File: config.mk
export PLATFORM = sky130hd
export DESIGN_NAME = fphub_mult_issuer_flat
export DESIGN_NICKNAME = d
export VERILOG_FILES = /design/src/rtl/fpnew_pkg.sv /design/src/rtl/fphub_mult_issuer_if.sv /design/src/rtl/fphub_mult_issuer.sv /design/src/flat_wrapper.sv
export SDC_FILE = /design/constraint.sdc
export NUM_CORES = 1
export LEC_CHECK = 0
export CAP_MARGIN = 10
export CORE_MARGIN = 1.5
export CORE_UTILIZATION = 40
export DETAILED_ROUTE_END_ITERATION = 10
export PLACE_DENSITY = 0.67
export RECOVER_POWER = 25
export SKIP_LAST_GASP = 1
export SLEW_MARGIN = 20
export SYNTH_ARGS = -nofsm -noshare
export SYNTH_HDL_FRONTEND = slang
export SYNTH_SLANG_ARGS = --single-unit
File: constraint.sdc
create_clock -name clk_i -period 9.4 [get_ports clk_i]
set_clock_uncertainty 0.1 [all_clocks]
set_input_delay 1.88 -clock clk_i [delete_from_list [all_inputs] [get_ports clk_i]]
set_output_delay 1.88 -clock clk_i [all_outputs]
set_load 0.005 [all_outputs]
File: src/rtl/fpnew_pkg.sv
// Minimal subset of the FPnew package: formats, operations and status flags.
package fpnew_pkg;

    typedef enum logic [2:0] {
        FP32    = 3'd0,
        FP64    = 3'd1,
        FP16    = 3'd2,
        FP8     = 3'd3,
        FP16ALT = 3'd4
    } fp_format_e;

    typedef enum logic [3:0] {
        FMADD, FNMSUB, ADD, MUL, DIV, SQRT, SGNJ, MINMAX,
        CMP, CLASSIFY, F2F, F2I, I2F, CPKAB, CPKCD
    } operation_e;

    typedef struct packed {
        logic NV;
        logic DZ;
        logic OF;
        logic UF;
        logic NX;
    } status_t;

    // Bit width of an operand in the given format.
    function automatic int unsigned fp_width(fp_format_e fmt);
        case (fmt)
            FP32:          return 32;
            FP64:          return 64;
            FP16, FP16ALT: return 16;
            FP8:           return 8;
            default:       return 16;
        endcase
    endfunction

endpackage

File: src/rtl/fphub_mult_issuer_if.sv
// Host command/response and multiply-unit request/response channels of the issuer.
interface fphub_mult_issuer_if #(
    parameter int unsigned WIDTH = 16
);
    logic                  cmd_valid_i;
    logic                  cmd_ready_o;
    logic [WIDTH-1:0]      cmd_a_i;
    logic [WIDTH-1:0]      cmd_b_i;

    logic [2:0][WIDTH-1:0] operands_o;
    logic                  in_valid_o;
    logic                  in_ready_i;

    logic [WIDTH-1:0]      result_i;
    fpnew_pkg::status_t    status_i;
    logic                  out_valid_i;
    logic                  out_ready_o;

    logic                  rsp_valid_o;
    logic                  rsp_ready_i;
    logic [WIDTH-1:0]      rsp_result_o;
    fpnew_pkg::status_t    rsp_status_o;

    // Environment side: host plus multiply unit.
    modport master (
        output cmd_valid_i, cmd_a_i, cmd_b_i, in_ready_i,
        output result_i, status_i, out_valid_i, rsp_ready_i,
        input  cmd_ready_o, operands_o, in_valid_o, out_ready_o,
        input  rsp_valid_o, rsp_result_o, rsp_status_o
    );

    // Issuer side.
    modport slave (
        input  cmd_valid_i, cmd_a_i, cmd_b_i, in_ready_i,
        input  result_i, status_i, out_valid_i, rsp_ready_i,
        output cmd_ready_o, operands_o, in_valid_o, out_ready_o,
        output rsp_valid_o, rsp_result_o, rsp_status_o
    );
endinterface

File: src/rtl/fphub_mult_issuer.sv
// Issues HUB multiplies to an FPnew unit with credit-based flow control,
// buffers results in an in-order FIFO and tracks sticky flags and a done count.
module fphub_mult_issuer #(
    parameter fpnew_pkg::fp_format_e FpFormat = fpnew_pkg::FP16,
    parameter int unsigned           WIDTH    = fpnew_pkg::fp_width(FpFormat),
    parameter int unsigned           DEPTH    = 4
) (
    input  logic                  clk_i,
    input  logic                  rst_i,
    fphub_mult_issuer_if.slave    bus,
    input  logic                  flush_i,
    input  logic                  clear_flags_i,
    output fpnew_pkg::operation_e op_o,
    output logic                  op_mod_o,
    output logic                  flush_o,
    output fpnew_pkg::status_t    fflags_o,
    output logic [15:0]           done_cnt_o
);
    localparam int unsigned CW = $clog2(DEPTH + 1);
    localparam int unsigned PW = $clog2(DEPTH);
    localparam logic [CW:0] DEPTH_V = (CW + 1)'(DEPTH);

    typedef enum logic [1:0] {IDLE, RUN, FLUSH} state_e;

    typedef struct packed {
        logic [WIDTH-1:0]   result;
        fpnew_pkg::status_t status;
    } entry_t;

    state_e             state_q, state_d;
    logic               hold_full_q;
    logic [WIDTH-1:0]   hold_a_q, hold_b_q;
    logic [CW-1:0]      outst_q, fifo_cnt_q;
    logic [PW-1:0]      wr_ptr_q, rd_ptr_q;
    entry_t             fifo_q [DEPTH];
    fpnew_pkg::status_t fflags_q;
    logic [15:0]        done_cnt_q;

    logic               in_flush, in_valid, rsp_valid, cmd_ready;
    logic               cmd_acc, issue, capture, pop;
    logic [CW:0]        in_use;

    // Handshake decode; credits cover both in-flight ops and buffered results.
    assign in_flush  = (state_q == FLUSH);
    assign in_use    = {1'b0, outst_q} + {1'b0, fifo_cnt_q};
    assign in_valid  = hold_full_q && (in_use < DEPTH_V) && !in_flush;
    assign issue     = in_valid && bus.in_ready_i;
    assign cmd_ready = !in_flush && !flush_i && (!hold_full_q || issue);
    assign cmd_acc   = bus.cmd_valid_i && cmd_ready;
    // A response with nothing outstanding (e.g. stale after reset) is dropped.
    assign capture   = bus.out_valid_i && !in_flush && ((outst_q != '0) || issue);
    assign rsp_valid = (fifo_cnt_q != '0) && !in_flush;
    assign pop       = rsp_valid && bus.rsp_ready_i;

    // Output mapping.
    assign bus.cmd_ready_o  = cmd_ready;
    assign bus.in_valid_o   = in_valid;
    assign bus.operands_o   = {hold_b_q, hold_a_q, WIDTH'(0)};
    assign bus.out_ready_o  = 1'b1;
    assign bus.rsp_valid_o  = rsp_valid;
    assign bus.rsp_result_o = fifo_q[rd_ptr_q].result;
    assign bus.rsp_status_o = fifo_q[rd_ptr_q].status;
    assign op_o             = fpnew_pkg::MUL;
    assign op_mod_o         = 1'b0;
    assign flush_o          = in_flush;
    assign fflags_o         = fflags_q;
    assign done_cnt_o       = done_cnt_q;

    // State register.
    always_ff @(posedge clk_i) begin
        if (rst_i) state_q <= IDLE;
        else       state_q <= state_d;
    end

    // Next-state logic; a flush request overrides every other transition.
    always_comb begin
        state_d = state_q;
        case (state_q)
            IDLE:  if (cmd_acc) state_d = RUN;
            RUN:   if (!hold_full_q && !cmd_acc && (outst_q == '0) && (fifo_cnt_q == '0))
                       state_d = IDLE;
            FLUSH: state_d = IDLE;
            default: state_d = IDLE;
        endcase
        if (flush_i) state_d = FLUSH;
    end

    // Holding register, outstanding counter and FIFO pointers; all dropped on flush.
    always_ff @(posedge clk_i) begin
        if (rst_i || in_flush) begin
            hold_full_q <= 1'b0;
            hold_a_q    <= '0;
            hold_b_q    <= '0;
            outst_q     <= '0;
            fifo_cnt_q  <= '0;
            wr_ptr_q    <= '0;
            rd_ptr_q    <= '0;
        end else begin
            if (cmd_acc) begin
                hold_full_q <= 1'b1;
                hold_a_q    <= bus.cmd_a_i;
                hold_b_q    <= bus.cmd_b_i;
            end else if (issue) begin
                hold_full_q <= 1'b0;
            end
            outst_q    <= outst_q + CW'(issue) - CW'(capture);
            fifo_cnt_q <= fifo_cnt_q + CW'(capture) - CW'(pop);
            if (capture) wr_ptr_q <= wr_ptr_q + PW'(1);
            if (pop)     rd_ptr_q <= rd_ptr_q + PW'(1);
        end
    end

    // Result storage; contents are only meaningful below fifo_cnt_q.
    always_ff @(posedge clk_i) begin
        if (capture) fifo_q[wr_ptr_q] <= '{result: bus.result_i, status: bus.status_i};
    end

    // Sticky flags and completion counter survive flush, not reset.
    always_ff @(posedge clk_i) begin
        if (rst_i) begin
            fflags_q   <= '0;
            done_cnt_q <= '0;
        end else begin
            if (clear_flags_i)
                fflags_q <= capture ? bus.status_i : '0;
            else if (capture)
                fflags_q <= fpnew_pkg::status_t'(fflags_q | bus.status_i);
            if (capture) done_cnt_q <= done_cnt_q + 16'd1;
        end
    end

endmodule

File: src/flat_wrapper.sv
// flat-port wrapper written by rule: the top's interface ports become plain ports
module fphub_mult_issuer_flat 
#(
    parameter fpnew_pkg::fp_format_e FpFormat = fpnew_pkg::FP16,
    parameter int unsigned           WIDTH    = fpnew_pkg::fp_width(FpFormat),
    parameter int unsigned           DEPTH    = 4
)
  (clk_i, rst_i, flush_i, clear_flags_i, op_o, op_mod_o, flush_o, fflags_o, done_cnt_o, bus_cmd_valid_i, bus_cmd_a_i, bus_cmd_b_i, bus_in_ready_i, bus_result_i, bus_status_i, bus_out_valid_i, bus_rsp_ready_i, bus_cmd_ready_o, bus_operands_o, bus_in_valid_o, bus_out_ready_o, bus_rsp_valid_o, bus_rsp_result_o, bus_rsp_status_o);
  fphub_mult_issuer_if #(.WIDTH(WIDTH)) bus_i ();
  input  logic clk_i;
  input  logic rst_i;
  input  logic flush_i;
  input  logic clear_flags_i;
  output fpnew_pkg::operation_e op_o;
  output logic op_mod_o;
  output logic flush_o;
  output fpnew_pkg::status_t fflags_o;
  output logic [15:0] done_cnt_o;
  input wire logic [$bits(bus_i.cmd_valid_i)-1:0] bus_cmd_valid_i;
  input wire logic [$bits(bus_i.cmd_a_i)-1:0] bus_cmd_a_i;
  input wire logic [$bits(bus_i.cmd_b_i)-1:0] bus_cmd_b_i;
  input wire logic [$bits(bus_i.in_ready_i)-1:0] bus_in_ready_i;
  input wire logic [$bits(bus_i.result_i)-1:0] bus_result_i;
  input wire logic [$bits(bus_i.status_i)-1:0] bus_status_i;
  input wire logic [$bits(bus_i.out_valid_i)-1:0] bus_out_valid_i;
  input wire logic [$bits(bus_i.rsp_ready_i)-1:0] bus_rsp_ready_i;
  output wire logic [$bits(bus_i.cmd_ready_o)-1:0] bus_cmd_ready_o;
  output wire logic [$bits(bus_i.operands_o)-1:0] bus_operands_o;
  output wire logic [$bits(bus_i.in_valid_o)-1:0] bus_in_valid_o;
  output wire logic [$bits(bus_i.out_ready_o)-1:0] bus_out_ready_o;
  output wire logic [$bits(bus_i.rsp_valid_o)-1:0] bus_rsp_valid_o;
  output wire logic [$bits(bus_i.rsp_result_o)-1:0] bus_rsp_result_o;
  output wire logic [$bits(bus_i.rsp_status_o)-1:0] bus_rsp_status_o;
  assign bus_i.cmd_valid_i = bus_cmd_valid_i;
  assign bus_i.cmd_a_i = bus_cmd_a_i;
  assign bus_i.cmd_b_i = bus_cmd_b_i;
  assign bus_i.in_ready_i = bus_in_ready_i;
  assign bus_i.result_i = bus_result_i;
  assign bus_i.status_i = bus_status_i;
  assign bus_i.out_valid_i = bus_out_valid_i;
  assign bus_i.rsp_ready_i = bus_rsp_ready_i;
  assign bus_cmd_ready_o = bus_i.cmd_ready_o;
  assign bus_operands_o = bus_i.operands_o;
  assign bus_in_valid_o = bus_i.in_valid_o;
  assign bus_out_ready_o = bus_i.out_ready_o;
  assign bus_rsp_valid_o = bus_i.rsp_valid_o;
  assign bus_rsp_result_o = bus_i.rsp_result_o;
  assign bus_rsp_status_o = bus_i.rsp_status_o;
  fphub_mult_issuer #(.FpFormat(FpFormat), .WIDTH(WIDTH), .DEPTH(DEPTH)) u_core (.clk_i(clk_i), .rst_i(rst_i), .bus(bus_i), .flush_i(flush_i), .clear_flags_i(clear_flags_i), .op_o(op_o), .op_mod_o(op_mod_o), .flush_o(flush_o), .fflags_o(fflags_o), .done_cnt_o(done_cnt_o));
endmodule
==> run metrics <==
DIE HEIGHT 129 µm; Hold Path Class register to register; worst setup path startpoint bus_in_ready_i; residual DRC count 0; later-pin clock latency in the skew report 410 ps; fin crit period 6040 ps; HPWL Detailed 8910 µm; non-filler cells, final 854; Avg Inst Size Synth 12.7 µm²; P per Cell Area 206 nW/µm²; post-synth top area cell edfxtp_1; Clock Path Buffers 2; main combinational cell family by area after synthesis simple AND/OR/NAND/NOR gates; Post-Synth Adder-Cell Area 2.80%; final net count 703; clk slew on worst S/H paths 60 ps; CP max-delay cell o41a_1; die area 16,600 µm²; DRT antenna net count 0; share of layout cells above drive strength 1 12.3%; initial drt markers 263; post-synthesis cell count 499; EDFF count, synth 84; sum of buffers and inverters on the critical path 3; global-route wire length before repair 20,900 µm; Filler cells 1,273; sequential-to-total area share from yosys stat 61.2%; grt total ovfl 0; CTS tree done; number of cells on the worst reg-to-reg path 11; outcome completed; # port buffers 138; Core Area 15,400 µm²; Die X 129 µm; crit-path cells clkdlybuf4s50_1 > inv_1 > o41a_1 > nor3_1 > clkdlybuf4s50_1; H-tree depth 4; Syn. warnings 0; placed cell count 820; vias in the first global route 4,195; CP endpoint bus_cmd_ready_o; leakage power 2.86 nW; post-synth cell types 44; reg2reg setup slack 5870 ps; Via density 5.02; Crit Reg-Reg Startpoint u_core.outst_q[2]; Resize count post-CTS 0; Met2 Routed Length 6440 µm; FMAX 165 MHz; initial antenna violation count 0; RR Endpoint u_core.outst_q[2]; Total GRT Usage 16.4%; actual slew at the worst max-slew pin 1040 ps; # hold bufs at CTS 0; total CTS buffers 17; WL met3 991 µm; Area Growth Syn to Fin 32.7%; setup violators final 0; design area 8420 µm²; max-slew violation count 0; synth cell count leaders edfxtp_1 (84), dfxtp_1 (68), a21oi_1 (46), nand3_1 (42), o21ai_0 (40); post-CTS setup buffers 0; metal1 wirelength 5750 µm; Tcrit/Tclk final 64.3%; I/O Pins 161; largest stage delay on the critical path 800 ps; Routed WL per cell 15.5 µm; most frequent CP cell clkdlybuf4s50_1; top-count cell post-synth edfxtp_1; final hold vios 0; starting density of the core 41.3%; Rel. slew slack 30.5%; crit path DAT 4060 ps; Via Count 4,291; Detailed Route WL 13,300 µm; post-synthesis mux area share 10.3%; Root Buffer clkbuf_16; Worst Path Max Fanout 33; pin count of the biggest net entering global routing 40; CP Capture Type output port; max cap viols 0; critical path depth 5; FFs w/ async S/R, synth 0%; top area cells in the synthesized netlist edfxtp_1 (40%), dfxtp_1 (21%), mux4_2 (7.5%), a21oi_1 (3.6%), nand3_1 (3.3%); Worst setup SP type input port; XOR/XNOR Fraction of Synth Area 0.828%; Max VDD drop 121 µV; Rows 45; post-synth top area share 39.8%; Setup Total Neg Slack 0 ps; GP Congestion 0.794; compound-gate portion of the synthesized area 8.93%; # clock sinks 152; Top Metal Used met4; Syn Std Cell Area 6340 µm²; required arrival time at the worst endpoint 7420 ps; TritonRoute pass-1 iters 4; Most used DFF post-synth edfxtp_1; post-synthesis simple-gate area fraction 10.4%; RSZ-0062 raised after global routing no; Placed Instance Area 7830 µm²; kind of cell adding the most delay to the critical path buffers and inverters; synthesis-stage register bit count 152; CP Class input port to output port
-- per-stage QoR --
| stage | utilization (%) | total power, mW | hold WS, ps | setup slack (ps) |
|---|---|---|---|---|
| 6_report | 54.7 | 1.73 | 338 | 3360 |
| 5_1_grt | 54.7 | 1.81 | 360 | 3200 |
| 4_1_cts | 54.6 | 1.75 | 336 | 3340 |
| 3_5_place_dp | 50.9 | 1.11 | 329 | 3350 |
| 3_3_place_gp | 50.9 | 1.10 | 315 | 3390 |
| 2_1_floorplan | - | 0.958 | 305 | 4670 |
-- routing by layer --
metal  global-route usage, %  vias up
met5                       0        -
met4                    5.68        0
met3                    6.20        7
met2                    26.7      141
met1                    20.0     2094
li1                        -     2049
-- cells by family after synthesis --
group,Yosys count
compound gates,97
other cells,2
mux,37
buf+inv,67
simple gates,125
flops,152
xor+xnor,6
fa+ha+maj,13
-- worst min-delay path by stage --
stage | slack [ps] | startpoint | depth (start not counted) | end
after floorplan | 300 | u_core.state_q[1] | 1 | u_core.state_q[0]
after global placement | 320 | u_core.state_q[1] | 1 | u_core.state_q[0]
after detailed placement | 330 | u_core.state_q[1] | 1 | u_core.state_q[0]
after CTS | 340 | u_core.state_q[1] | 1 | u_core.state_q[0]
after global routing | 360 | u_core.state_q[1] | 1 | u_core.state_q[0]
final | 340 | u_core.state_q[1] | 1 | u_core.state_q[0]
-- report_power, final --
group	switching (mW)	internal, mW
sequential	0.0231	0.750
combinational	0.139	0.176
clock	0.268	0.374
-- state kept, by name (all words and copies together) (netlist names), named ones only --
name and count:
u_core.fifo_q 84, u_core.done_cnt_o 16, u_core.hold_a_q 16, u_core.hold_b_q 16, u_core.fflags_o 5, u_core.fifo_cnt_q 3, u_core.outst_q 3, u_core.rd_ptr_q 2
u_core.state_q 2, u_core.wr_ptr_q 2, u_core.hold_full_q 1
-- layout by cell type (no fill, tap or decap), types with 4 or more instances in the layout --
cell and instances:
and3_1 6, dlygate4sd3_1 20, clkdlybuf4s50_1 118, nand2_1 10
inv_1 12, conb_1 22, nand2b_1 7, ha_1 11
a21oi_1 46, clkbuf_16 17, nor3_1 4, o21ai_0 40
mux2_2 12, mux4_2 21, buf_4 6, nor2b_1 14
xnor2_1 5, edfxtp_1 84, and2_1 7, nand3_1 42
dfxtp_1 68, nor2_1 21
-- final cells by class --
class	count	area, µm²	share of cell area (%)
antenna	1	2.50	0.0297
tap	211	264	3.14
timing repair buffer	145	1440	17.1
clock inverter	13	123	1.46
clock buffer	19	443	5.26
multi-input combinational	300	2210	26.3
inverter	13	48.8	0.580
sequential	152	3880	46.1
Power figures use the tool's default switching activity.
